===== config.mk =====
export PLATFORM = sky130hd
export DESIGN_NAME = mem_arbiter_flat
export DESIGN_NICKNAME = d
export VERILOG_FILES = /design/src/rtl/mem_arbiter_if.sv /design/src/rtl/mem_arbiter.sv /design/src/flat_wrapper.sv
export SDC_FILE = /design/constraint.sdc
export NUM_CORES = 1
export LEC_CHECK = 0
export BUFFER_PORTS_ARGS = -buffer_cell sky130_fd_sc_hd__buf_2
export CAP_MARGIN = 30
export CORE_MARGIN = 10
export CORE_UTILIZATION = 44
export CTS_BUF_LIST = sky130_fd_sc_hd__clkbuf_16
export DETAILED_ROUTE_END_ITERATION = 12
export PLACE_DENSITY = 0.79
export SYNTH_ARGS = -nofsm -noshare
export SYNTH_HDL_FRONTEND = slang
export SYNTH_SLANG_ARGS = --single-unit

===== constraint.sdc =====
create_clock -name clk -period 1.75 [get_ports clk]
set_input_delay 0.35 -clock clk [delete_from_list [all_inputs] [get_ports clk]]
set_output_delay 0.35 -clock clk [all_outputs]
set_load 0.01 [all_outputs]

===== src/rtl/mem_arbiter_if.sv =====
// Requester/memory bus for mem_arbiter: two requester ports and one memory port.
// The arbiter uses the slave modport; the requester/memory environment uses master.
interface mem_arbiter_if #(
    parameter int unsigned WORD_SIZE    = 32,
    parameter int unsigned ADDRESS_SIZE = 16
);
    logic [1:0]              req_en;
    logic [1:0]              req_rnw;
    logic [ADDRESS_SIZE-1:0] req_addr0;
    logic [ADDRESS_SIZE-1:0] req_addr1;
    logic [WORD_SIZE-1:0]    req_wdata0;
    logic [WORD_SIZE-1:0]    req_wdata1;
    logic [WORD_SIZE-1:0]    req_rdata;
    logic [1:0]              req_ready;

    logic                    mem_en;
    logic                    mem_rnw;
    logic [ADDRESS_SIZE-1:0] mem_addr;
    logic [WORD_SIZE-1:0]    mem_wdata;
    logic                    mem_wdata_oe;
    logic [WORD_SIZE-1:0]    mem_rdata;
    logic                    mem_ready;

    logic [1:0]              grant;
    logic                    timeout_err;

    modport slave (
        input  req_en, req_rnw, req_addr0, req_addr1, req_wdata0, req_wdata1,
        input  mem_rdata, mem_ready,
        output req_rdata, req_ready,
        output mem_en, mem_rnw, mem_addr, mem_wdata, mem_wdata_oe,
        output grant, timeout_err
    );

    modport master (
        output req_en, req_rnw, req_addr0, req_addr1, req_wdata0, req_wdata1,
        output mem_rdata, mem_ready,
        input  req_rdata, req_ready,
        input  mem_en, mem_rnw, mem_addr, mem_wdata, mem_wdata_oe,
        input  grant, timeout_err
    );
endinterface


===== src/rtl/mem_arbiter.sv =====
// Two-requester arbiter onto a single-port memory with BUSY timeout abort.
// Define MEM_ARB_ROUND_ROBIN_EN for round-robin on contention; otherwise requester 0 has fixed priority.
module mem_arbiter #(
    parameter int unsigned WORD_SIZE    = 32,
    parameter int unsigned ADDRESS_SIZE = 16,
    parameter int unsigned TIMEOUT      = 16
) (
    input logic          clk,
    input logic          rst,
    mem_arbiter_if.slave bus
);
    localparam int unsigned CNT_W = (TIMEOUT > 2) ? $clog2(TIMEOUT) : 1;
    localparam logic [CNT_W-1:0] CNT_LAST = CNT_W'(TIMEOUT - 1);

    typedef enum logic [1:0] {
        IDLE    = 2'd0,
        BUSY    = 2'd1,
        RELEASE = 2'd2
    } state_t;

    state_t                  state_q, state_d;
    logic                    win_q, win_d;
    logic [1:0]              grant_q, grant_d;
    logic [1:0]              req_ready_q, req_ready_d;
    logic [WORD_SIZE-1:0]    rdata_q, rdata_d;
    logic                    mem_en_q, mem_en_d;
    logic                    mem_rnw_q, mem_rnw_d;
    logic [ADDRESS_SIZE-1:0] mem_addr_q, mem_addr_d;
    logic [WORD_SIZE-1:0]    mem_wdata_q, mem_wdata_d;
    logic                    oe_q, oe_d;
    logic                    timeout_err_q, timeout_err_d;
    logic [CNT_W-1:0]        cnt_q, cnt_d;
    logic                    pick;
    logic                    finish;
`ifdef MEM_ARB_ROUND_ROBIN_EN
    logic                    ptr_q, ptr_d;
`endif

    // Winner selection: only consulted in IDLE when at least one request is up.
    always_comb begin
        pick = 1'b0;
`ifdef MEM_ARB_ROUND_ROBIN_EN
        if (&bus.req_en) begin
            pick = ptr_q;
        end else begin
            pick = bus.req_en[1];
        end
`else
        pick = ~bus.req_en[0];
`endif
    end

    always_comb begin
        state_d       = state_q;
        win_d         = win_q;
        grant_d       = grant_q;
        req_ready_d   = '0;
        rdata_d       = rdata_q;
        mem_en_d      = mem_en_q;
        mem_rnw_d     = mem_rnw_q;
        mem_addr_d    = mem_addr_q;
        mem_wdata_d   = mem_wdata_q;
        oe_d          = oe_q;
        timeout_err_d = 1'b0;
        cnt_d         = '0;
        finish        = 1'b0;
`ifdef MEM_ARB_ROUND_ROBIN_EN
        ptr_d         = ptr_q;
`endif

        case (state_q)
            IDLE: begin
                if (|bus.req_en) begin
                    state_d     = BUSY;
                    win_d       = pick;
                    grant_d     = pick ? 2'b10 : 2'b01;
                    mem_en_d    = 1'b1;
                    mem_rnw_d   = bus.req_rnw[pick];
                    mem_addr_d  = pick ? bus.req_addr1 : bus.req_addr0;
                    mem_wdata_d = pick ? bus.req_wdata1 : bus.req_wdata0;
                    oe_d        = ~bus.req_rnw[pick];
                end
            end
            BUSY: begin
                if (bus.mem_ready) begin
                    finish  = 1'b1;
                    rdata_d = mem_rnw_q ? bus.mem_rdata : '0;
                end else if (cnt_q == CNT_LAST) begin
                    finish        = 1'b1;
                    timeout_err_d = 1'b1;
                    rdata_d       = '0;
                end else begin
                    cnt_d = cnt_q + 1'b1;
                end
            end
            RELEASE: begin
                state_d = IDLE;
            end
            default: begin
                state_d = IDLE;
            end
        endcase

        // Normal completion and timeout abort share the same hand-back path.
        if (finish) begin
            state_d     = RELEASE;
            req_ready_d = win_q ? 2'b10 : 2'b01;
            grant_d     = '0;
            mem_en_d    = 1'b0;
            oe_d        = 1'b0;
`ifdef MEM_ARB_ROUND_ROBIN_EN
            ptr_d       = ~win_q;
`endif
        end
    end

    always_ff @(posedge clk or negedge rst) begin
        if (!rst) begin
            state_q       <= IDLE;
            win_q         <= 1'b0;
            grant_q       <= '0;
            req_ready_q   <= '0;
            rdata_q       <= '0;
            mem_en_q      <= 1'b0;
            mem_rnw_q     <= 1'b1;
            mem_addr_q    <= '0;
            mem_wdata_q   <= '0;
            oe_q          <= 1'b0;
            timeout_err_q <= 1'b0;
            cnt_q         <= '0;
`ifdef MEM_ARB_ROUND_ROBIN_EN
            ptr_q         <= 1'b0;
`endif
        end else begin
            state_q       <= state_d;
            win_q         <= win_d;
            grant_q       <= grant_d;
            req_ready_q   <= req_ready_d;
            rdata_q       <= rdata_d;
            mem_en_q      <= mem_en_d;
            mem_rnw_q     <= mem_rnw_d;
            mem_addr_q    <= mem_addr_d;
            mem_wdata_q   <= mem_wdata_d;
            oe_q          <= oe_d;
            timeout_err_q <= timeout_err_d;
            cnt_q         <= cnt_d;
`ifdef MEM_ARB_ROUND_ROBIN_EN
            ptr_q         <= ptr_d;
`endif
        end
    end

    assign bus.grant        = grant_q;
    assign bus.req_ready    = req_ready_q;
    assign bus.req_rdata    = rdata_q;
    assign bus.mem_en       = mem_en_q;
    assign bus.mem_rnw      = mem_rnw_q;
    assign bus.mem_addr     = mem_addr_q;
    assign bus.mem_wdata    = mem_wdata_q;
    assign bus.mem_wdata_oe = oe_q;
    assign bus.timeout_err  = timeout_err_q;
endmodule


===== src/flat_wrapper.sv =====
// flat-port wrapper written by rule: the top's interface ports become plain ports
module mem_arbiter_flat 
#(
    parameter int unsigned WORD_SIZE    = 32,
    parameter int unsigned ADDRESS_SIZE = 16,
    parameter int unsigned TIMEOUT      = 16
)
  (clk, rst, bus_req_en, bus_req_rnw, bus_req_addr0, bus_req_addr1, bus_req_wdata0, bus_req_wdata1, bus_mem_rdata, bus_mem_ready, bus_req_rdata, bus_req_ready, bus_mem_en, bus_mem_rnw, bus_mem_addr, bus_mem_wdata, bus_mem_wdata_oe, bus_grant, bus_timeout_err);
  mem_arbiter_if #(.WORD_SIZE(WORD_SIZE), .ADDRESS_SIZE(ADDRESS_SIZE)) bus_i ();
  input logic clk;
  input logic rst;
  input wire logic [$bits(bus_i.req_en)-1:0] bus_req_en;
  input wire logic [$bits(bus_i.req_rnw)-1:0] bus_req_rnw;
  input wire logic [$bits(bus_i.req_addr0)-1:0] bus_req_addr0;
  input wire logic [$bits(bus_i.req_addr1)-1:0] bus_req_addr1;
  input wire logic [$bits(bus_i.req_wdata0)-1:0] bus_req_wdata0;
  input wire logic [$bits(bus_i.req_wdata1)-1:0] bus_req_wdata1;
  input wire logic [$bits(bus_i.mem_rdata)-1:0] bus_mem_rdata;
  input wire logic [$bits(bus_i.mem_ready)-1:0] bus_mem_ready;
  output wire logic [$bits(bus_i.req_rdata)-1:0] bus_req_rdata;
  output wire logic [$bits(bus_i.req_ready)-1:0] bus_req_ready;
  output wire logic [$bits(bus_i.mem_en)-1:0] bus_mem_en;
  output wire logic [$bits(bus_i.mem_rnw)-1:0] bus_mem_rnw;
  output wire logic [$bits(bus_i.mem_addr)-1:0] bus_mem_addr;
  output wire logic [$bits(bus_i.mem_wdata)-1:0] bus_mem_wdata;
  output wire logic [$bits(bus_i.mem_wdata_oe)-1:0] bus_mem_wdata_oe;
  output wire logic [$bits(bus_i.grant)-1:0] bus_grant;
  output wire logic [$bits(bus_i.timeout_err)-1:0] bus_timeout_err;
  assign bus_i.req_en = bus_req_en;
  assign bus_i.req_rnw = bus_req_rnw;
  assign bus_i.req_addr0 = bus_req_addr0;
  assign bus_i.req_addr1 = bus_req_addr1;
  assign bus_i.req_wdata0 = bus_req_wdata0;
  assign bus_i.req_wdata1 = bus_req_wdata1;
  assign bus_i.mem_rdata = bus_mem_rdata;
  assign bus_i.mem_ready = bus_mem_ready;
  assign bus_req_rdata = bus_i.req_rdata;
  assign bus_req_ready = bus_i.req_ready;
  assign bus_mem_en = bus_i.mem_en;
  assign bus_mem_rnw = bus_i.mem_rnw;
  assign bus_mem_addr = bus_i.mem_addr;
  assign bus_mem_wdata = bus_i.mem_wdata;
  assign bus_mem_wdata_oe = bus_i.mem_wdata_oe;
  assign bus_grant = bus_i.grant;
  assign bus_timeout_err = bus_i.timeout_err;
  mem_arbiter #(.WORD_SIZE(WORD_SIZE), .ADDRESS_SIZE(ADDRESS_SIZE), .TIMEOUT(TIMEOUT)) u_core (.clk(clk), .rst(rst), .bus(bus_i));
endmodule

==> results.md <==
* Status: finished, final reports clean
* Via count of the first global-routing pass at 3703
* Synthesized instance count at 339
* Synth Flop Type: dfrtp_1
* Die Span X at about 120 um
* Wirelength per Cell at 18.79 um
* Max_slew headroom at 67.00%
* Post-synth cell types at 31
* Seq/Total Area, Yosys at about three fifths
* Maximum fanout along the worst path at 37
* Final nets at 688
* CP bufs+invs at 1
* Initial Util at 45.77%
* Rows at 34
* Pre-antenna DRT Iters at 4
* Initial DRC count at 275
* Root Buffer: clkbuf_16
* Flop pwr share at 38.9%
* Longest Clk Path Bufs at 2
* Setup Buffers After CTS at 0
* Core Region at 8806 um2
* Crit path arrival time at approximately 1700 ps
* Combinational share of power at approximately 39%
* Unrepaired setup endpoints after global routing: false
* Peak VDD IR at around 0.75 mV
* Largest delay share family, worst path: flip-flops
* Worst path cell trace: ha_1 > a31oi_1 > or2_1 > buf_12 > a22o_1
* DRT antenna net count at 0
* Die ar. at 13390 um2
* Period utilisation layout at 86.29%
* Post-synth top area cell: dfrtp_1
* Port Buffer Count at 222
* Worst slew pin tran at just under 500 ps
* Clock sinks at 95
* Clock Skew at 8.054 ps
* Final wirelength at 12.52 mm
* Pwr/cell area at 1710 nW/um2
* Worst-path clk slew at ~70 ps
* Slew Viols, Final at 0
* CP Class: reg2reg
* Top cell type's share of synthesized area at 58.37%
* FMAX at 662.2 MHz
* Post-Synthesis Cell Area at 4030 um2
* Hold buffer count at cts at 0
* Largest stage delay, worst path at approximately 390 ps
* Seq cells post-synth at 95
* DP Cell Count at 649
* Die Ht at 115.7 um
* Clock latency on the worst-skew pair at 330 ps
* EDFF count, synth at 0
* # IOs at 223
* Dpl hpwl at 9.593 mm
* Htree depth at 3
* Routed vias at 3536
* Psw at 3.428 mW
* Grt ovf at 0
* Clk network pwr share at 21.8%
* Post-CTS Resized at 0
* Initial antenna violation count at 0
* CTS tree: yes
* Type of destination of the critical path: flip-flop
* Slowest-stage cell, CP: dfrtp_1
* Residual DRC at 0
* First-pass GRT wire length at 19.20 mm
* Fin. Hold Viols at 0
* Post-route minimum period at 1510 ps
* Int Power at 6.095 mW
* Ys async rst share at 100.0%
* CTS Buf Count at 9
* Largest net degree at the start of global routing at 96
* Layout cells sized above 1 at 46.68%
* Leakage at 2.949 nW
* YS warnings at 0
* Switching Share at between 30 and 40%
* Gpl congestion at 0.7552
* Post-route setup TNS at 0 ps
* Tot GR Track Use at 17.82%
* Syn-to-layout area delta at 38.22%
* Final Setup Violations at 0
* Final non-filler cell total at approximately 670
* Ranking of synthesized cells by area: dfrtp_1, mux2i_1, a22o_1, o21ai_0, o21ai_1
* Critical Path RT at 1960 ps
* Mapped Nets at roughly 480
* HP Class: in2async
* Avg Inst Size Synth at ~12 um2
* Max Cap Violations at 0
* CP Launch Type: flip-flop
* Vias/cell at 5.309
==> final cells by class <==
type | instances | area, um2
Multi-Input combinational cell | 213 | 1496
Fill cell | 703 | 3236
Tap cell | 108 | 135.1
Inverter | 2 | 7.507
Timing Repair Buffer | 231 | 1231
Sequential cell | 95 | 2379
Antenna cell | 1 | 2.502
Clock buffer | 9 | 225.2
Clock inverter | 7 | 93.84
==> cells in the mapped netlist (3+ instances only) <==
cell       n
clkbuf_1  13
o21ai_2    9
mux2i_1   48
dfrtp_1   94
a22o_1    32
buf_2     12
a21oi_1    3
o21ai_0   51
nor2_1     6
buf_6      3
nand2_1    4
o21ai_1   39
==> flip-flops by register name, summed over array words and instances (netlist names), 2 cells and up <==
| register | flops |
|---|---|
| u_core.cnt_q | 4 |
| u_core.bus.req_ready | 2 |
| u_core.bus.req_rdata | 32 |
| u_core.bus.mem_addr | 16 |
| u_core.bus.mem_wdata | 32 |
| u_core.state_q | 2 |
| u_core.bus.grant | 2 |
==> power by group through the flow <==
stage | sequential, mW | combinational [mW] | clock, mW
CTS | 3.71 | 3.82 | 2.12
global route | 3.84 | 4.14 | 2.23
global placement | 3.72 | 3.69 | 0
detailed placement | 3.73 | 3.82 | 0
finish | 3.71 | 3.73 | 2.08
floorplan | 4.17 | 1.64 | 0
==> path summary, 6_finish.rpt <==
path / startpoint / end / slack (ps) / cells after the start
max: u_core.cnt_q[0] / u_core.bus.req_rdata[7] / 240 / 5
min: rst / u_core.bus.req_rdata[28] / 50 / 2
max reg2reg: u_core.cnt_q[0] / u_core.bus.req_rdata[7] / 240 / 5
min reg2reg: u_core.win_q / u_core.bus.req_ready[0] / 430 / 1
max in group asynchronous: rst / u_core.bus.mem_rnw / 1310 / 2
min in group clk: bus_mem_rdata[25] / u_core.bus.req_rdata[25] / 230 / 2
==> placed cells by master (no fill, tap or decap), types with 3 or more instances in the layout <==
cell,n
buf_4,6
buf_12,4
clkbuf_16,9
a21oi_1,3
o21ai_1,39
mux2i_1,48
buf_2,221
o21ai_2,9
a22o_1,32
dfrtp_1,94
o21ai_0,51
nand2_1,4
nor2_1,5
==> through the flow <==
| stage | hold WS (ps) | power [mW] | util, % | setup WS [ps] | instance area, um2 |
|---|---|---|---|---|---|
| final | 50.72 | 9.523 | 63.26 | 239.9 | 5570 |
| after global routing | 84.36 | 10.20 | 63.23 | 156.3 | 5568 |
| after floorplan | 54.41 | 5.811 | - | 235.8 | 4030 |
| after CTS | 82.40 | 9.654 | 63.23 | 236.5 | 5568 |
| after detailed placement | 417.0 | 7.550 | 59.61 | 243.6 | 5249 |
| after global placement | 413.3 | 7.410 | 59.61 | 281.7 | 5249 |
==> per-layer routing <==
layer  routed length, um  share of wire [%]  global-route usage (%)
met5                   0                  0                       0
met4                  30               0.24                   3.503
met3                1577                 13                   8.579
met2                5839                 47                   28.76
met1                5067                 40                   21.41
==> kinds of logic (layout without fill, tap and decap cells) <==
logic type | count (synthesis) | in the layout | share of synthesized area, %
simple gates | 23 | 23 | 2.950
other cells | 0 | 1 | 0
xor+xnor | 1 | 1 | 0.2174
compound gates | 139 | 139 | 21.39
buf+inv | 31 | 249 | 3.912
fa+ha+maj | 1 | 1 | 0.3104
mux | 49 | 49 | 12.20
flops | 95 | 95 | 59.02
Note: power is estimated with default switching activity, not from simulation.
